### config.mk
export PLATFORM = sky130hd
export DESIGN_NAME = fm7_keyboard
export DESIGN_NICKNAME = d
export VERILOG_FILES = /design/src/rtl/fm7_keyboard.sv
export SDC_FILE = /design/constraint.sdc
export NUM_CORES = 1
export LEC_CHECK = 0
export CORE_UTILIZATION = 40
export DETAILED_ROUTE_END_ITERATION = 7
export PLACE_DENSITY = 0.64
export SLEW_MARGIN = 20
export SYNTH_ARGS = -nofsm -noshare
export SYNTH_HDL_FRONTEND = slang
export SYNTH_SLANG_ARGS = --single-unit
### constraint.sdc
create_clock -name clk -period 3.2 [get_ports clk]
set_input_delay 0.64 -clock clk [delete_from_list [all_inputs] [get_ports clk]]
set_output_delay 0.64 -clock clk [all_outputs]
set_load 0.005 [all_outputs]
### src/rtl/fm7_keyboard.sv
`default_nettype none
// ============================================================================
// fm7_keyboard : PS/2 set-2 events -> FM-7 key codes, FIFO + level IRQ + repeat
// Revision 1.0
// ============================================================================
module fm7_keyboard #(
    parameter int FIFO_DEPTH   = 8,
    parameter int REPEAT_DELAY = 24000000,
    parameter int REPEAT_RATE  = 2400000
) (
    input  logic        clk,
    input  logic        reset,
    input  logic [10:0] ps2_key,
    input  logic        rd_ack,
    output logic [7:0]  key_data,
    output logic        key_irq,
    output logic [4:0]  key_count,
    output logic        caps_led,
    output logic        overflow
);
    localparam int PW      = $clog2(FIFO_DEPTH);
    localparam int CW      = PW + 1;
    localparam int REP_MAX = (REPEAT_DELAY > REPEAT_RATE) ? REPEAT_DELAY : REPEAT_RATE;
    localparam int RCW     = $clog2(REP_MAX + 1);

    typedef enum logic [1:0] {S_IDLE = 2'd0, S_DECODE = 2'd1, S_PUSH = 2'd2} state_t;
    state_t state, state_nxt;

    logic          last_tog, armed;
    logic          ev_make, ev_ext;
    logic [7:0]    ev_code, xlat, xlat_comb;
    logic          shift_held, ctrl_held, caps;
    logic          rep_active;
    logic [8:0]    rep_scan;
    logic [7:0]    rep_code;
    logic [RCW-1:0] rep_cnt;
    logic [7:0]    mem [FIFO_DEPTH];
    logic [PW-1:0] wr_ptr, rd_ptr;
    logic [CW-1:0] count;

    logic       event_det, is_mod, rep_stop, rep_fire, push, pop, full, wr_en;
    logic [7:0] push_data, letter;
    logic [4:0] digit;

    function automatic logic [7:0] letter_of(input logic [7:0] sc);
        case (sc)
            8'h1C: return 8'h61;  8'h32: return 8'h62;  8'h21: return 8'h63;
            8'h23: return 8'h64;  8'h24: return 8'h65;  8'h2B: return 8'h66;
            8'h34: return 8'h67;  8'h33: return 8'h68;  8'h43: return 8'h69;
            8'h3B: return 8'h6A;  8'h42: return 8'h6B;  8'h4B: return 8'h6C;
            8'h3A: return 8'h6D;  8'h31: return 8'h6E;  8'h44: return 8'h6F;
            8'h4D: return 8'h70;  8'h15: return 8'h71;  8'h2D: return 8'h72;
            8'h1B: return 8'h73;  8'h2C: return 8'h74;  8'h3C: return 8'h75;
            8'h2A: return 8'h76;  8'h1D: return 8'h77;  8'h22: return 8'h78;
            8'h35: return 8'h79;  8'h1A: return 8'h7A;
            default: return 8'h00;
        endcase
    endfunction

    // {valid, digit value}
    function automatic logic [4:0] digit_of(input logic [7:0] sc);
        case (sc)
            8'h45: return 5'h10;  8'h16: return 5'h11;  8'h1E: return 5'h12;
            8'h26: return 5'h13;  8'h25: return 5'h14;  8'h2E: return 5'h15;
            8'h36: return 5'h16;  8'h3D: return 5'h17;  8'h3E: return 5'h18;
            8'h46: return 5'h19;
            default: return 5'h00;
        endcase
    endfunction

    assign letter    = letter_of(ev_code);
    assign digit     = digit_of(ev_code);
    assign event_det = armed && (ps2_key[10] != last_tog);
    assign is_mod    = (ev_code == 8'h12) || (ev_code == 8'h59) ||
                       (ev_code == 8'h14) || (ev_code == 8'h58);

    always_comb begin
        xlat_comb = 8'h00;
        if (ev_ext) begin
            case (ev_code)
                8'h75:   xlat_comb = 8'h1E;
                8'h72:   xlat_comb = 8'h1F;
                8'h6B:   xlat_comb = 8'h1D;
                8'h74:   xlat_comb = 8'h1C;
                8'h5A:   xlat_comb = 8'h0D;
                default: xlat_comb = 8'h00;
            endcase
        end else if (letter != 8'h00) begin
            if (ctrl_held)               xlat_comb = letter & 8'h1F;
            else if (shift_held ^ caps)  xlat_comb = letter & 8'hDF;
            else                         xlat_comb = letter;
        end else if (digit[4]) begin
            // shifted 1..9 map onto the contiguous "!" .. ")" range; 0 is unchanged
            if (shift_held && digit[3:0] != 4'd0) xlat_comb = 8'h20 + {4'h0, digit[3:0]};
            else                                  xlat_comb = 8'h30 + {4'h0, digit[3:0]};
        end else begin
            case (ev_code)
                8'h5A:   xlat_comb = 8'h0D;
                8'h66:   xlat_comb = 8'h08;
                8'h29:   xlat_comb = 8'h20;
                8'h76:   xlat_comb = 8'h1B;
                default: xlat_comb = 8'h00;
            endcase
        end
    end

    always_comb begin
        state_nxt = state;
        case (state)
            S_IDLE:   if (event_det) state_nxt = S_DECODE;
            S_DECODE: state_nxt = (ev_make && !is_mod && xlat_comb != 8'h00) ? S_PUSH : S_IDLE;
            S_PUSH:   state_nxt = S_IDLE;
            default:  state_nxt = S_IDLE;
        endcase
    end

    assign rep_stop  = (state == S_DECODE) && !ev_make && ({ev_ext, ev_code} == rep_scan);
    assign rep_fire  = rep_active && (rep_cnt <= RCW'(1)) && (state != S_PUSH) && !rep_stop;
    assign push      = (state == S_PUSH) || rep_fire;
    assign push_data = (state == S_PUSH) ? xlat : rep_code;
    assign full      = (count == CW'(FIFO_DEPTH));
    assign pop       = rd_ack && (count != '0);
    assign wr_en     = push && (!full || pop);

    always_ff @(posedge clk or posedge reset) begin
        if (reset) begin
            state      <= S_IDLE;
            last_tog   <= 1'b0;
            armed      <= 1'b0;
            ev_make    <= 1'b0;
            ev_ext     <= 1'b0;
            ev_code    <= 8'h00;
            xlat       <= 8'h00;
            shift_held <= 1'b0;
            ctrl_held  <= 1'b0;
            caps       <= 1'b0;
            rep_active <= 1'b0;
            rep_scan   <= 9'h000;
            rep_code   <= 8'h00;
            rep_cnt    <= '0;
        end else begin
            state    <= state_nxt;
            // tracks every toggle, so events arriving outside IDLE are lost for good
            last_tog <= ps2_key[10];
            armed    <= 1'b1;
            if (state == S_IDLE && event_det) begin
                ev_make <= ps2_key[9];
                ev_ext  <= ps2_key[8];
                ev_code <= ps2_key[7:0];
            end
            if (state == S_DECODE) begin
                xlat <= xlat_comb;
                if (ev_code == 8'h12 || ev_code == 8'h59) shift_held <= ev_make;
                if (ev_code == 8'h14)                     ctrl_held  <= ev_make;
                if (ev_code == 8'h58 && ev_make)          caps       <= ~caps;
            end
            if (state == S_PUSH) begin
                rep_active <= 1'b1;
                rep_scan   <= {ev_ext, ev_code};
                rep_code   <= xlat;
                rep_cnt    <= RCW'(REPEAT_DELAY);
            end else if (rep_stop) begin
                rep_active <= 1'b0;
            end else if (rep_active) begin
                rep_cnt <= (rep_cnt <= RCW'(1)) ? RCW'(REPEAT_RATE) : rep_cnt - RCW'(1);
            end
        end
    end

    always_ff @(posedge clk) begin
        if (wr_en) mem[wr_ptr] <= push_data;
    end

    always_ff @(posedge clk or posedge reset) begin
        if (reset) begin
            wr_ptr    <= '0;
            rd_ptr    <= '0;
            count     <= '0;
            overflow  <= 1'b0;
            key_data  <= 8'h00;
            key_irq   <= 1'b0;
            key_count <= 5'd0;
            caps_led  <= 1'b0;
        end else begin
            if (wr_en) wr_ptr <= wr_ptr + PW'(1);
            if (pop)   rd_ptr <= rd_ptr + PW'(1);
            case ({wr_en, pop})
                2'b10:   count <= count + CW'(1);
                2'b01:   count <= count - CW'(1);
                default: count <= count;
            endcase
            if (push && full && !pop) overflow <= 1'b1;
            key_data  <= (count != '0) ? mem[rd_ptr] : 8'h00;
            key_irq   <= (count != '0);
            key_count <= 5'(count);
            caps_led  <= caps;
        end
    end
endmodule
`default_nettype wire

==> impl_summary.log <==
INFO  metric finalCritPeriodShare = 95.2%
INFO  metric timing.final.crit_period = 3.05 ns
INFO  metric cp_max_fo = 10
INFO  metric critical_path_cell_count = 10
INFO  metric worstRegToRegCells = 10
INFO  metric place.port_buffers = 28
INFO  metric wl_per_cell = 16.7 um
INFO  metric floorplan.initialDensity = 41.1%
INFO  metric required = 3.49 ns
INFO  metric most-common-layout-cells = sky130_fd_sc_hd__nand2_1, sky130_fd_sc_hd__dfrtp_1, sky130_fd_sc_hd__edfxtp_1
INFO  metric power_density = 845 mW/mm^2
INFO  metric final_common_cell = sky130_fd_sc_hd__nand2_1
INFO  metric yosysSeqAreaShare = 54.5%
INFO  metric crit_path_cell_trace = inv_1 > ha_1 > nand2b_1 > a311oi_1 > or4_1 > o221ai_2 > a211oi_1 > a211o_1 > a221oi_1 > a21oi_1
INFO  metric synth_area_per_cell = 10.8 sq um
INFO  metric critical-path-max-stage-delay = 0.56 ns
INFO  metric worstHoldPathType = reg -> reg
INFO  metric dr.first_iter.drc_count = 398
INFO  metric synth.area.top_cells = sky130_fd_sc_hd__dfrtp_1, sky130_fd_sc_hd__edfxtp_1, sky130_fd_sc_hd__nand2_1
INFO  metric finalSetupViolations = 0
INFO  metric wirelength = 17300 um
INFO  metric rd_place_congestion = 0.884
INFO  metric arrival = 3.34 ns
INFO  metric globalRouteTotalUtil = 19.2%
INFO  metric grt_setup_unrepaired = false
INFO  metric design.final.nets = 795
INFO  metric fin_setup_tns = 0 ns
INFO  metric synth-edff-count = 64
INFO  metric die_height = 141 um
INFO  metric post-route-drc-count = 0
INFO  metric worst_pin_slew = 0.764 ns
INFO  metric cts_hold_buffers = 0
INFO  metric grt_overflow_total = 0
INFO  metric grt_max_degree = 44
INFO  metric cts_tree = done
INFO  metric grt_pass1_wl = 29600 um
INFO  metric run_status = completed
INFO  metric crit_buf_inv = 1
INFO  metric final_layout_size_suffix_gt1_share = 15.0%
INFO  metric critPathSlowestCell = sky130_fd_sc_hd__or4_1
INFO  metric drt-vias-per-instance = 5.38
INFO  metric synth_cells = 715
INFO  metric number_of_antenna_violations_at_the_first_check_in_global_routing = 0
INFO  metric worstSetupEndpointType = register
INFO  metric yosysUniqueCellTypes = 71
INFO  metric worst_slew_margin_rel = 49.0%
INFO  metric worst_ir_drop_vdd = 0.408 mV
INFO  metric postPlaceCellArea = 0.00853 sq mm
INFO  metric clockBufferDepth = 2
INFO  metric synth-seq-cells = 156
INFO  metric areaGrowthSynthToFinish = 17.8%
INFO  metric ioPinCount = 30
INFO  metric max-cap-violations = 0
INFO  metric htree_levels = 4
INFO  metric tritoncts.num_buffers = 17
INFO  metric die_width = 141 um
INFO  metric power.leakage = 3.65 nW
INFO  metric clock-root-buffer = sky130_fd_sc_hd__clkbuf_16
INFO  metric coreArea = 0.0188 sq mm
INFO  metric postSynthNetCount = 743
INFO  metric syn-cell-area = 0.00775 sq mm
INFO  metric postCtsSetupBuffers = 0
INFO  metric dpl.hpwl = 12300 um
INFO  metric final_design_area_no_fill = 0.00913 sq mm
INFO  metric critical_path.top_delay_family = compound AO/OA/AOI/OAI gates
INFO  metric synth_top_cell_by_area = sky130_fd_sc_hd__dfrtp_1
INFO  metric cts.sinks = 156
INFO  metric final-max-slew-violation-count = 0
INFO  metric whs_path_depth = 0
INFO  metric antenna_left = 0
INFO  metric synth_ff_type = sky130_fd_sc_hd__dfrtp_1
INFO  metric final-hold-violation-count = 0
INFO  metric grt_pass1_vias = 5769
INFO  metric path_clk_slew = 0.06 ns
INFO  metric finClkSkew = 0.0113 ns
INFO  metric setup.worst_path.start_class = register
INFO  metric drt_pre_antenna_iters = 5
INFO  metric ys_async_sr_fraction = 59.0%
INFO  metric dr_total_vias = 5599
INFO  metric yosysWarnings = 0
INFO  metric die_area = 0.0199 sq mm
INFO  metric maximum_clock_rate = 328 MHz
INFO  metric diodes = 0
INFO  metric timing_worst_setup_path_type = reg -> reg
INFO  metric rows = 50
INFO  metric synth.top_cell.area_share = 29.7%
INFO  metric worst_skew_pair_later_pin_latency = 0.43 ns
## metal layers
metal	part of all wire [%]	vias to the layer above	GRT usage (%)
met5	0	-	0
met4	1.8	0	7.09
met3	4.1	28	3.80
met2	50	141	32.3
met1	45	2726	24.6
li1	-	2704	-
## state kept, by name (all words and copies together) (netlist names), 2 cells and up
| name | cells |
|---|---|
| key_data | 8 |
| state | 2 |
| rep_scan | 9 |
| count | 4 |
| mem | 64 |
| rep_code | 8 |
| rd_ptr | 3 |
| rep_cnt | 25 |
| key_count | 4 |
| wr_ptr | 3 |
| xlat | 7 |
| ev_code | 8 |
## cell usage after synthesis (all sizes together) (13+ instances only)
cell,number
a21oi,33
clkbuf,18
inv,20
mux4,17
nor2,46
mux2i,14
dfrtp,92
o21ai,60
buf,22
nor3,26
edfxtp,64
nand2,103
ha,13
nand2b,14
nor2b,14
## worst register-to-register path, stage by stage (launching register included)
cell and delay (ns):
sky130_fd_sc_hd__dfrtp_1 0.46, sky130_fd_sc_hd__inv_1 0.19, sky130_fd_sc_hd__ha_1 0.43, sky130_fd_sc_hd__nand2b_1 0.19, sky130_fd_sc_hd__a311oi_1 0.09, sky130_fd_sc_hd__or4_1 0.56, sky130_fd_sc_hd__o221ai_2 0.21, sky130_fd_sc_hd__a211oi_1 0.12
sky130_fd_sc_hd__a211o_1 0.27, sky130_fd_sc_hd__a221oi_1 0.29, sky130_fd_sc_hd__a21oi_1 0.10
## final timing paths
| path | startpoint | endpoint | slack, ns |
|---|---|---|---|
| max | ev_code[1]$_DFFE_PP0P_ | state[1]$_DFFE_PP0P_ | 0.15 |
| min | caps$_DFFE_PP0P_ | caps_led$_DFF_PP0_ | 0.45 |
| max reg2reg | ev_code[1]$_DFFE_PP0P_ | state[1]$_DFFE_PP0P_ | 0.15 |
| min reg2reg | caps$_DFFE_PP0P_ | caps_led$_DFF_PP0_ | 0.45 |
| max in group asynchronous | reset | rep_code[2]$_DFF_PP0_ | 1.97 |
| min in group asynchronous | reset | rep_cnt[14]$_DFFE_PP0P_ | 0.62 |
## stage by stage
step / power [mW] / hold slack, ns / utilization, % / setup slack, ns / instances
3_5_place_dp: 5.81 / 0.433 / 45.3 / 0.183 / 1008
6_report: 7.71 / 0.449 / 48.5 / 0.154 / 1040
4_1_cts: 7.73 / 0.455 / 48.3 / 0.154 / 1040
2_1_floorplan: 4.90 / 0.411 / - / 0.0572 / 715
3_3_place_gp: 5.73 / 0.436 / 45.3 / 0.229 / 1008
5_1_grt: 8.24 / 0.454 / 48.5 / 0.00949 / 1040
## area by class of cell
cell class / instances / area, sq um
clock buffer: 18 / 429
clock inverter: 14 / 136
fill: 1698 / 9700
inverter: 22 / 85.1
multi-input combinational: 497 / 3300
sequential: 156 / 4230
tap: 260 / 325
timing repair buffer: 73 / 631
## report_power, final
part / total [mW] / switching, mW / internal (mW)
Clock: 1.91 / 0.829 / 1.08
Combinational: 2.70 / 1.47 / 1.23
Sequential: 3.10 / 0.476 / 2.62
Total: 7.71 / 2.77 / 4.94
## timing repair
action / 4_1_cts / 5_1_grt
endpoints found under the hold margin: 0 / 0
setup endpoints to repair: 0 / 12
gates resized for setup: 0 / 5
## kinds of logic after synthesis
family | share of synthesized area, %
xor gates and xnor gates | 2.26
muxes | 7.48
AOI/OAI and AO/OA | 12.7
and+or+nand+nor | 17.2
DFF | 54.5
other | 0.0970
adders and majority gates | 2.36
buffers and inverters | 3.34
Note: power is estimated with default switching activity, not from simulation.
